**src/rtl/pong_disp_pkg.sv**
```systemverilog
// Shared constants for the score display: segment patterns, digit slots and
// the decimal digit helpers used by the scan multiplexer.
package pong_disp_pkg;

  localparam int SCORE_W = 4;

  // Active-low patterns, bit order gfedcba
  localparam logic [6:0] SEG_DIGIT [0:9] = '{
    7'b1000000, 7'b1111001, 7'b0100100, 7'b0110000, 7'b0011001,
    7'b0010010, 7'b0000010, 7'b1111000, 7'b0000000, 7'b0010000
  };
  localparam logic [6:0] SEG_BLANK = 7'b1111111;

  localparam logic [1:0] DIG_R1  = 2'd0;
  localparam logic [1:0] DIG_R10 = 2'd1;
  localparam logic [1:0] DIG_L1  = 2'd2;
  localparam logic [1:0] DIG_L10 = 2'd3;

  function automatic logic [6:0] seg_ones(input logic [SCORE_W-1:0] score);
    logic [SCORE_W-1:0] ones;
    ones = (score >= 4'd10) ? score - 4'd10 : score;
    return SEG_DIGIT[ones];
  endfunction

  // Scores top out at 15, so the tens digit is either blank or a 1
  function automatic logic [6:0] seg_tens(input logic [SCORE_W-1:0] score);
    return (score >= 4'd10) ? SEG_DIGIT[1] : SEG_BLANK;
  endfunction

endpackage

```
**src/rtl/score_sync.sv**
```systemverilog
// Brings one score bus over from the game clock and accepts a value only once
// it has been seen on two consecutive synchronised samples.
module score_sync
  import pong_disp_pkg::*;
(
  input  logic               clk,
  input  logic               rst_n,
  input  logic [SCORE_W-1:0] async_in,
  output logic [SCORE_W-1:0] value,
  output logic               changed
);

  logic [SCORE_W-1:0] s1_q, s1_d, s2_q, s2_d, s3_q, s3_d, hold_q, hold_d;
  logic [2:0]         fill_q, fill_d;
  logic               primed_q, primed_d;
  logic               stable;
  logic               settled;

  // The first settled value after reset is taken silently so reset never flashes
  always_comb begin
    s1_d     = async_in;
    s2_d     = s1_q;
    s3_d     = s2_q;
    stable   = (s2_q == s3_q);
    settled  = fill_q[2];
    value    = stable ? s3_q : hold_q;
    hold_d   = value;
    fill_d   = {fill_q[1:0], 1'b1};
    primed_d = primed_q | (stable & settled);
    changed  = stable & settled & primed_q & (s3_q != hold_q);
  end

  always_ff @(posedge clk or negedge rst_n) begin
    if (!rst_n) begin
      s1_q     <= '0;
      s2_q     <= '0;
      s3_q     <= '0;
      hold_q   <= '0;
      fill_q   <= '0;
      primed_q <= 1'b0;
    end else begin
      s1_q     <= s1_d;
      s2_q     <= s2_d;
      s3_q     <= s3_d;
      hold_q   <= hold_d;
      fill_q   <= fill_d;
      primed_q <= primed_d;
    end
  end

endmodule

```
**src/rtl/score_scan_display.sv**
```systemverilog
// Four-digit multiplexed score display: left score on digits 3..2, right on
// 1..0, with a blink window on whichever side's score just changed.
module score_scan_display
  import pong_disp_pkg::*;
#(
  parameter int REFRESH_DIV = 100000,
  parameter int FLASH_TICKS = 512,
  parameter int BLINK_SHIFT = 6
) (
  input  logic               clk,
  input  logic               rst_n,
  input  logic [SCORE_W-1:0] Score_Left,
  input  logic [SCORE_W-1:0] Score_Right,
  output logic [6:0]         Seg,
  output logic [3:0]         An,
  output logic               Dp
);

  localparam int PW = $clog2(REFRESH_DIV);
  localparam int FW = $clog2(FLASH_TICKS + 1);

  logic [SCORE_W-1:0] left_score, right_score;
  logic               left_changed, right_changed;

  logic [PW-1:0] presc_q, presc_d;
  logic [1:0]    idx_q, idx_d;
  logic [FW-1:0] flash_l_q, flash_l_d, flash_r_q, flash_r_d;
  logic [6:0]    seg_q, seg_d;
  logic [3:0]    an_q, an_d;
  logic          dp_q, dp_d;
  logic          tick;
  logic          blank_l, blank_r;

  score_sync u_sync_left (
    .clk      (clk),
    .rst_n    (rst_n),
    .async_in (Score_Left),
    .value    (left_score),
    .changed  (left_changed)
  );

  score_sync u_sync_right (
    .clk      (clk),
    .rst_n    (rst_n),
    .async_in (Score_Right),
    .value    (right_score),
    .changed  (right_changed)
  );

  always_comb begin
    tick    = (presc_q == PW'(REFRESH_DIV - 1));
    presc_d = tick ? '0 : presc_q + 1'b1;
    idx_d   = tick ? idx_q + 2'd1 : idx_q;

    // A fresh change restarts the window even if a tick lands on the same cycle
    flash_l_d = flash_l_q;
    if (left_changed)
      flash_l_d = FW'(FLASH_TICKS);
    else if (tick && flash_l_q != '0)
      flash_l_d = flash_l_q - 1'b1;

    flash_r_d = flash_r_q;
    if (right_changed)
      flash_r_d = FW'(FLASH_TICKS);
    else if (tick && flash_r_q != '0)
      flash_r_d = flash_r_q - 1'b1;

    blank_l = (flash_l_q != '0) && !flash_l_q[BLINK_SHIFT];
    blank_r = (flash_r_q != '0) && !flash_r_q[BLINK_SHIFT];

    // Output registers load the slot being entered on each tick
    seg_d = seg_q;
    an_d  = an_q;
    dp_d  = dp_q;
    if (tick) begin
      an_d = ~(4'b0001 << idx_q);
      dp_d = (idx_q != DIG_L1);
      case (idx_q)
        DIG_L10: seg_d = blank_l ? SEG_BLANK : seg_tens(left_score);
        DIG_L1:  seg_d = blank_l ? SEG_BLANK : seg_ones(left_score);
        DIG_R10: seg_d = blank_r ? SEG_BLANK : seg_tens(right_score);
        default: seg_d = blank_r ? SEG_BLANK : seg_ones(right_score);
      endcase
    end
  end

  always_ff @(posedge clk or negedge rst_n) begin
    if (!rst_n) begin
      presc_q   <= '0;
      idx_q     <= DIG_R1;
      flash_l_q <= '0;
      flash_r_q <= '0;
      seg_q     <= SEG_BLANK;
      an_q      <= 4'b1111;
      dp_q      <= 1'b1;
    end else begin
      presc_q   <= presc_d;
      idx_q     <= idx_d;
      flash_l_q <= flash_l_d;
      flash_r_q <= flash_r_d;
      seg_q     <= seg_d;
      an_q      <= an_d;
      dp_q      <= dp_d;
    end
  end

  assign Seg = seg_q;
  assign An  = an_q;
  assign Dp  = dp_q;

endmodule

```
**config.mk**
```make
export PLATFORM = sky130hd
export DESIGN_NAME = score_scan_display
export DESIGN_NICKNAME = d
export VERILOG_FILES = /design/src/rtl/pong_disp_pkg.sv /design/src/rtl/score_sync.sv /design/src/rtl/score_scan_display.sv
export SDC_FILE = /design/constraint.sdc
export NUM_CORES = 1
export LEC_CHECK = 0
export BUFFER_PORTS_ARGS = -buffer_cell sky130_fd_sc_hd__buf_2
export CAP_MARGIN = 5
export CORE_MARGIN = 1.5
export CORE_UTILIZATION = 40
export DETAILED_ROUTE_END_ITERATION = 10
export SLEW_MARGIN = 10
export SYNTH_ARGS = -nofsm -noshare
export SYNTH_HDL_FRONTEND = slang
export SYNTH_HIERARCHICAL = 1
export SYNTH_SLANG_ARGS = --single-unit
```
**constraint.sdc**
```tcl
create_clock -name clk -period 5.2 [get_ports clk]
set_input_delay 0.26 -clock clk [delete_from_list [all_inputs] [get_ports clk]]
set_output_delay 0.26 -clock clk [all_outputs]
set_load 0.01 [all_outputs]
```
# Yosys cells after proc, flatten, opt, wreduce, memory -nomap -nowiden
# Memory sizes are Yosys's and may differ from the RTL's.
# Cells that the tools add are included.
[word_totals]
regBits = 91
romBits = 224
in_bits = 10
out_inout_bits = 12
elab_cells = 82
n_memories = 2
[mem_list]
columns = ["memory", "depth", "width", "rd", "rd_clocked_by_memory_dff", "wr", "line_no", "text"]
rows = [
  ["(name not given)", 16, 7, 1, 0, 0, "pong_disp_pkg.sv:22", "return SEG_DIGIT[ones];"],
  ["(name not given)", 16, 7, 1, 0, 0, "pong_disp_pkg.sv:22", ""],
]
[op_classes]
n_addsub = 6
order_cmp = 4
eq_ne = 9
shift = 1
mux = 20
bitwise_logic = 11
reduce_logical = 10
[ops]
columns = ["operator", "count"]
rows = [
  ["two-way mux 7 bit", 6],
  ["two-way mux 10 bit", 4],
  ["one-hot mux 7 bit (3 select lines)", 1],
  ["nonzero test 10 bit", 2],
  ["subtractor 10 x 1 -> 10 bit, second input constant", 2],
  ["adder 17 x 1 -> 17 bit, second input constant", 1],
  ["== test 17 bit, second input constant", 1],
  ["two-way mux 17 bit", 1],
  ["two-way mux 4 bit", 4],
  ["two-way mux 3 bit", 4],
  ["greater-or-equal comparator 5 bit, second input constant", 2],
  ["inverter 4 -> 5 bit", 2],
  ["== test 4 bit", 2],
  ["greater-or-equal comparator 4 bit, second input constant", 2],
  ["inequality test 4 bit", 2],
  ["subtractor 4 bit, second input constant", 2],
  ["AND 1 bit", 6],
  ["== test 2 bit, second input constant", 2],
  ["logical AND 1 bit", 4],
  ["inverter 4 bit", 1],
  ["nonzero test 2 bit", 2],
  ["left shift 1 x 2 -> 4 bit, first input constant", 1],
  ["adder 2 x 1 -> 2 bit, second input constant", 1],
  ["== test 2 x 1 -> 1 bit, second input constant", 1],
  ["other kinds (3)", 5],
]

# Longest topological paths before layout
[logic_depth]
depth_word = 10
mapped_depth = 11
mapped_depth_nobuf = 11

# Cells and area by module
# The synthesis kept the hierarchy.
[by_module_without_submodules]
columns = ["module", "instances", "cells_per_inst", "area_per_inst_um2", "seq_area_each_um2"]
rows = [
  ["score_scan_display", 1, 330, 3074.2, 1265.0],
  ["score_sync", 2, 38, 656.9, 500.5],
]

# Worst setup path after synthesis
# OpenSTA, ideal clock, no wires.
[synth_path]
kind = "register to register"
startpoint = "register u_sync_left.s3_q[0]"
endpoint = "register seg_q[4], in the netlist Seg[4]"
setup_time_ns = 0.080
arrival_time_ns = 2.609
required_time_ns = 5.120
setup_slack_ns = 2.512
stages_incl_launch_ff = 11
path_buffers = 1
period_less_slack_ns = 2.688
path_cell_list = "dfrtp_1 xnor2_1 nand4_2 mux2_2 clkbuf_1 inv_1 ha_1 o21ai_0 o21ai_0 a2111o_1 a32o_1"
[synth_between]
elab_chain_len = 10
elab_cells_between_ends = 11
classes_between = "1 x add/sub; 1 x order compare; 1 x eq/ne; 6 x mux; 1 x bitwise; 1 x memory"
[synth_rtl]
columns = ["item", "line_no", "text"]
rows = [
  ["from (decl)", "score_sync.sv:13", "logic [SCORE_W-1:0] s1_q, s1_d, s2_q, s2_d, s3_q, s3_d, hold_q, hold_d;"],
  ["from (signal assigned)", "score_sync.sv:37", "s3_q <= '0;"],
  ["from (signal assigned)", "score_sync.sv:44", "s3_q <= s3_d;"],
  ["== test 4 bit *", "score_sync.sv:24", "stable = (s2_q == s3_q);"],
  ["two-way mux 4 bit *", "score_sync.sv:26", "value = stable ? s3_q : hold_q;"],
  ["via left_score[2]", "score_scan_display.sv:22", "logic [SCORE_W-1:0] left_score, right_score;"],
  ["subtractor 4 bit or greater-or-equal comparator 4 bit (tied branches)", "pong_disp_pkg.sv:21", "ones = (score >= 4'd10) ? score - 4'd10 : score;"],
  ["two-way mux 4 bit *", "pong_disp_pkg.sv:21", ""],
  ["inverter 4 -> 5 bit (implied by the code) *", "pong_disp_pkg.sv:22", ""],
  ["memory read (16 x 7 bit) *", "--", ""],
  ["two-way mux 7 bit (implied by the code) * (2 in series)", "pong_disp_pkg.sv:22", ""],
  ["two-way mux 7 bit *", "score_scan_display.sv:80", "DIG_L1: seg_d = blank_l ? SEG_BLANK : seg_ones(left_score);"],
  ["one-hot mux 7 bit (3 select lines) *", "score_scan_display.sv:78", "case (idx_q)"],
  ["to (signal assigned)", "score_scan_display.sv:101", "seg_q <= seg_d;"],
  ["to (decl)", "score_scan_display.sv:28", "logic [6:0] seg_q, seg_d;"],
]
# Mark *: on every way through the listed nets, which the timed path passes. The rest lies on a longest branch. The select of a mux whose other input is x is not followed.
# A chain may end at the register's enable or synchronous reset.

# Worst setup path in the final report
[layout_path]
startpoint = "register presc_q[12]"
endpoint = "register flash_r_q[9]"
[layout_between]
elab_chain_len = 3
[layout_rtl]
columns = ["item", "line_no", "text"]
rows = [
  ["from (decl)", "score_scan_display.sv:25", "logic [PW-1:0] presc_q, presc_d;"],
  ["from (signal assigned)", "score_scan_display.sv:97", "presc_q <= presc_d;"],
  ["== test 17 bit", "score_scan_display.sv:51", "tick = (presc_q == PW'(REFRESH_DIV - 1));"],
  ["logical AND 1 bit", "score_scan_display.sv:65", "else if (tick && flash_r_q != '0)"],
  ["nonzero test 2 bit (no source line)", "--", ""],
  ["to (signal assigned)", "score_scan_display.sv:100", "flash_r_q <= flash_r_d;"],
  ["to (decl)", "score_scan_display.sv:27", "logic [FW-1:0] flash_l_q, flash_l_d, flash_r_q, flash_r_d;"],
]
# No other way between the ends.

==> flow_metrics.py <==
metrics = {
    "run_status": {
        "outcome": "finished, final reports clean",
    },
    "global_route": {
        "grt_pass1_vias": 3028,
        "grt_first_pass_wirelength_um": 14200,
        "grt_overflow_total": 0,
        "grt_max_degree": 52,
        "antenna_found_initial": 0,
        "grt_usage_pct": 15.4,
    },
    "clock_network": {
        "cts_max_level": 3,
        "cts_max_path_buffers": 2,
        "tritoncts": "done",
        "clk_pin_slew_worst_paths_ps": 90,
        "root_buffer": "clkbuf_8",
        "post_cts_buffers": 0,
        "cts.sinks": 90,
        "cts_buffers": 9,
        "insertion_delay_ps": 360,
    },
    "setup_path": {
        "start_kind": "register",
        "cp.arrival_ps": 3320,
        "crit_path_end_kind": "register",
        "worstSetupPathType": "reg -> reg",
        "crit_fanout": 20,
        "crit_required_ps": 5430,
    },
    "synthesis": {
        "synth_seq_cells": 90,
        "syn_area_per_cell_um2": 10.8,
        "syn_area_um2": 4390,
        "yosys.area.top_type_share_pct": 45.1,
        "syn_inst": 406,
        "yosysTopAreaCell": "dfrtp_1",
        "ys_warn_count": 6,
        "synth_area_leaders": "dfrtp_1 (45%), dfstp_2 (6.6%), ha_1 (5.4%), xor2_1 (4.6%), xnor2_1 (4.2%)",
        "synth-edff-count": 0,
        "synth_ff_type": "dfrtp_1",
        "yosysSeqAreaShare_pct": 51.6,
        "syn-num-nets": 435,
        "synth_cell_types": 64,
        "async_flop_share_pct": 100,
    },
    "timing": {
        "fin_crit_sh_pct": 59.3,
        "finalCriticalPeriod_ps": 3080,
        "hold_violations": 0,
        "worstMarginPinSlew_ps": 790,
        "clock.fmax_mhz": 324,
        "rsz0062_at_grt": "false",
        "setup_ws_ps": 2120,
        "fin_tns_setup_ps": 0,
        "slew_headroom_pct": 47.3,
        "final-max-slew-violation-count": 0,
        "fin_skew_ps": 11.0,
        "setup_viol": 0,
    },
    "min_path": {
        "hold_path.class": "reg -> reg",
    },
    "floorplanning": {
        "num_rows": 38,
        "initial_core_util_pct": 40.8,
        "core_um2": 10700,
        "io_pins": 22,
        "die-area_um2": 11600,
        "die_w_um": 108,
        "fp.dieH_um": 108,
    },
    "cells_and_area": {
        "diodes": 0,
        "drive_gt1_share_pct": 15.8,
        "areaGrowthSynthToFinish_pct": 11.9,
        "final_net_count": 466,
        "final_util_pct": 45.7,
    },
    "detailed_routing": {
        "topRoutingLayerUsed": "met4",
        "met3_length_um": 218,
        "postRouteAntennaNets": 0,
        "drt_wl_total_um": 8100,
        "vias_per_cell": 5.19,
        "dr_wl_met2_um": 3720,
        "drt-pass1-iter-count": 7,
        "wl_per_cell_um": 13.9,
        "vias": 3018,
        "m1WireLength_um": 4050,
        "drtIter0Drc": 141,
        "drc_errors": 0,
    },
    "pwr": {
        "ir_drop_mv": 0.156,
        "power.leakage_nw": 2.17,
        "power_density_nw_per_um2": 355,
    },
    "place": {
        "io_buffer_count": 21,
        "pre_cts_slack_ps": 2120,
        "hpwlAfterDp_um": 5570,
        "gp_congestion": 0.786,
    },
    "flow_run": {
        "max-cap-violations": 0,
    },
}
registers in the layout (all words and copies together), names as in the netlist, 7 cells and up:
| signal | cells |
|---|---|
| Seg | 7 |
| flash_l_q | 10 |
| flash_r_q | 10 |
| presc_q | 17 |
worst max-delay path: stages (launching register included):
cell and delay (ps):
dfrtp_1 420, or4b_4 550, nor3_2 640, nand2_1 600, o31a_1 450, or3_1 300
per-layer routing:
metal	up-vias	track usage, %
li1	1498	-
met1	1468	20.9
met2	45	24.7
met3	7	3.09
met4	0	4.79
met5	-	0
logic make-up (layout without fill, tap and decap cells):
family | count (synthesis) | after routing | share of synthesized area, %
AOI/OAI and AO/OA | 75 | 75 | 11.5
xor gates and xnor gates | 44 | 44 | 8.78
adders and majority gates | 19 | 19 | 5.42
buffers and inverters | 31 | 67 | 2.97
DFF | 90 | 90 | 51.6
muxes | 13 | 13 | 3.22
other | 2 | 2 | 0.171
and+or+nand+nor | 132 | 132 | 16.3
final timing paths:
path,from,to,slack [ps],cells after the start
setup / recovery,presc_q[12],flash_r_q[9],2120,5
hold reg to reg,u_sync_left/fill_q[0],u_sync_left/fill_q[1],350,0
max in group asynchronous,rst_n,flash_r_q[2],3770,3
setup reg to reg,presc_q[12],flash_r_q[9],2120,5
min in group asynchronous,rst_n,u_sync_left/s2_q[2],400,2
hold / removal,u_sync_left/fill_q[0],u_sync_left/fill_q[1],350,0
synthesized netlist by cell type (all sizes together) (7+ instances only):
library cell and instances:
a21oi 11, a31oi 7, clkbuf 7, dfrtp 79
dfstp 11, ha 19, inv 19, mux2 9
nand2 23, nand3 21, nand4 9, nor2 37
nor3 8, o21ai 22, or3 7, xnor2 21
xor2 23
report_power, final:
part | leakage, nW | switching, mW | internal, mW
clock | 0.0868 | 0.241 | 0.224
combinational | 0.974 | 0.304 | 0.194
sequential | 1.11 | 0.0313 | 0.749
total | 2.17 | 0.576 | 1.17
layout by cell type, fill, tap and decap left out, types with 4 or more instances in the layout:
master / Yosys / routed
nand3_1: 21 / 21
dfrtp_1: 79 / 79
xor2_1: 23 / 23
or3_1: 7 / 7
mux2i_1: 4 / 4
nor2_1: 36 / 36
nand4_1: 6 / 6
o21ai_0: 22 / 22
nand2_1: 23 / 23
or4_1: 5 / 5
o31ai_1: 4 / 4
dfstp_2: 11 / 11
dlygate4sd3_1: 0 / 9
xnor2_1: 21 / 21
a31oi_1: 7 / 7
buf_2: 2 / 20
a21oi_1: 11 / 11
and2_1: 4 / 4
mux2_2: 9 / 9
ha_1: 19 / 19
nor3_1: 6 / 5
inv_1: 19 / 19
clkbuf_8: 0 / 9
metrics by stage:
step / hold WS, ps / cells / power (mW) / cell area [um2]
after CTS: 355 / 582 / 1.76 / 4910
after floorplan: -35.6 / 406 / 1.16 / 4390
after detailed placement: 253 / 557 / 1.28 / 4630
after global routing: 363 / 582 / 1.86 / 4910
final: 351 / 582 / 1.74 / 4910
after global placement: 254 / 557 / 1.27 / 4630
cell type report:
| type | instances | area (um2) |
|---|---|---|
| Sequential cell | 90 | 2270 |
| Clock inverter | 4 | 53.8 |
| Multi-Input combinational cell | 285 | 2000 |
| Tap cell | 140 | 175 |
| Inverter | 19 | 71.3 |
| Clock buffer | 12 | 135 |
| Timing Repair Buffer | 32 | 213 |
| Fill cell | 1060 | 5830 |
what timing repair did:
item | CTS | global route
resized for setup | 0 | 0
hold endpoints to repair | 37 | 0
hold buffers | 9 | 0
(Power assumes the default switching activity.)
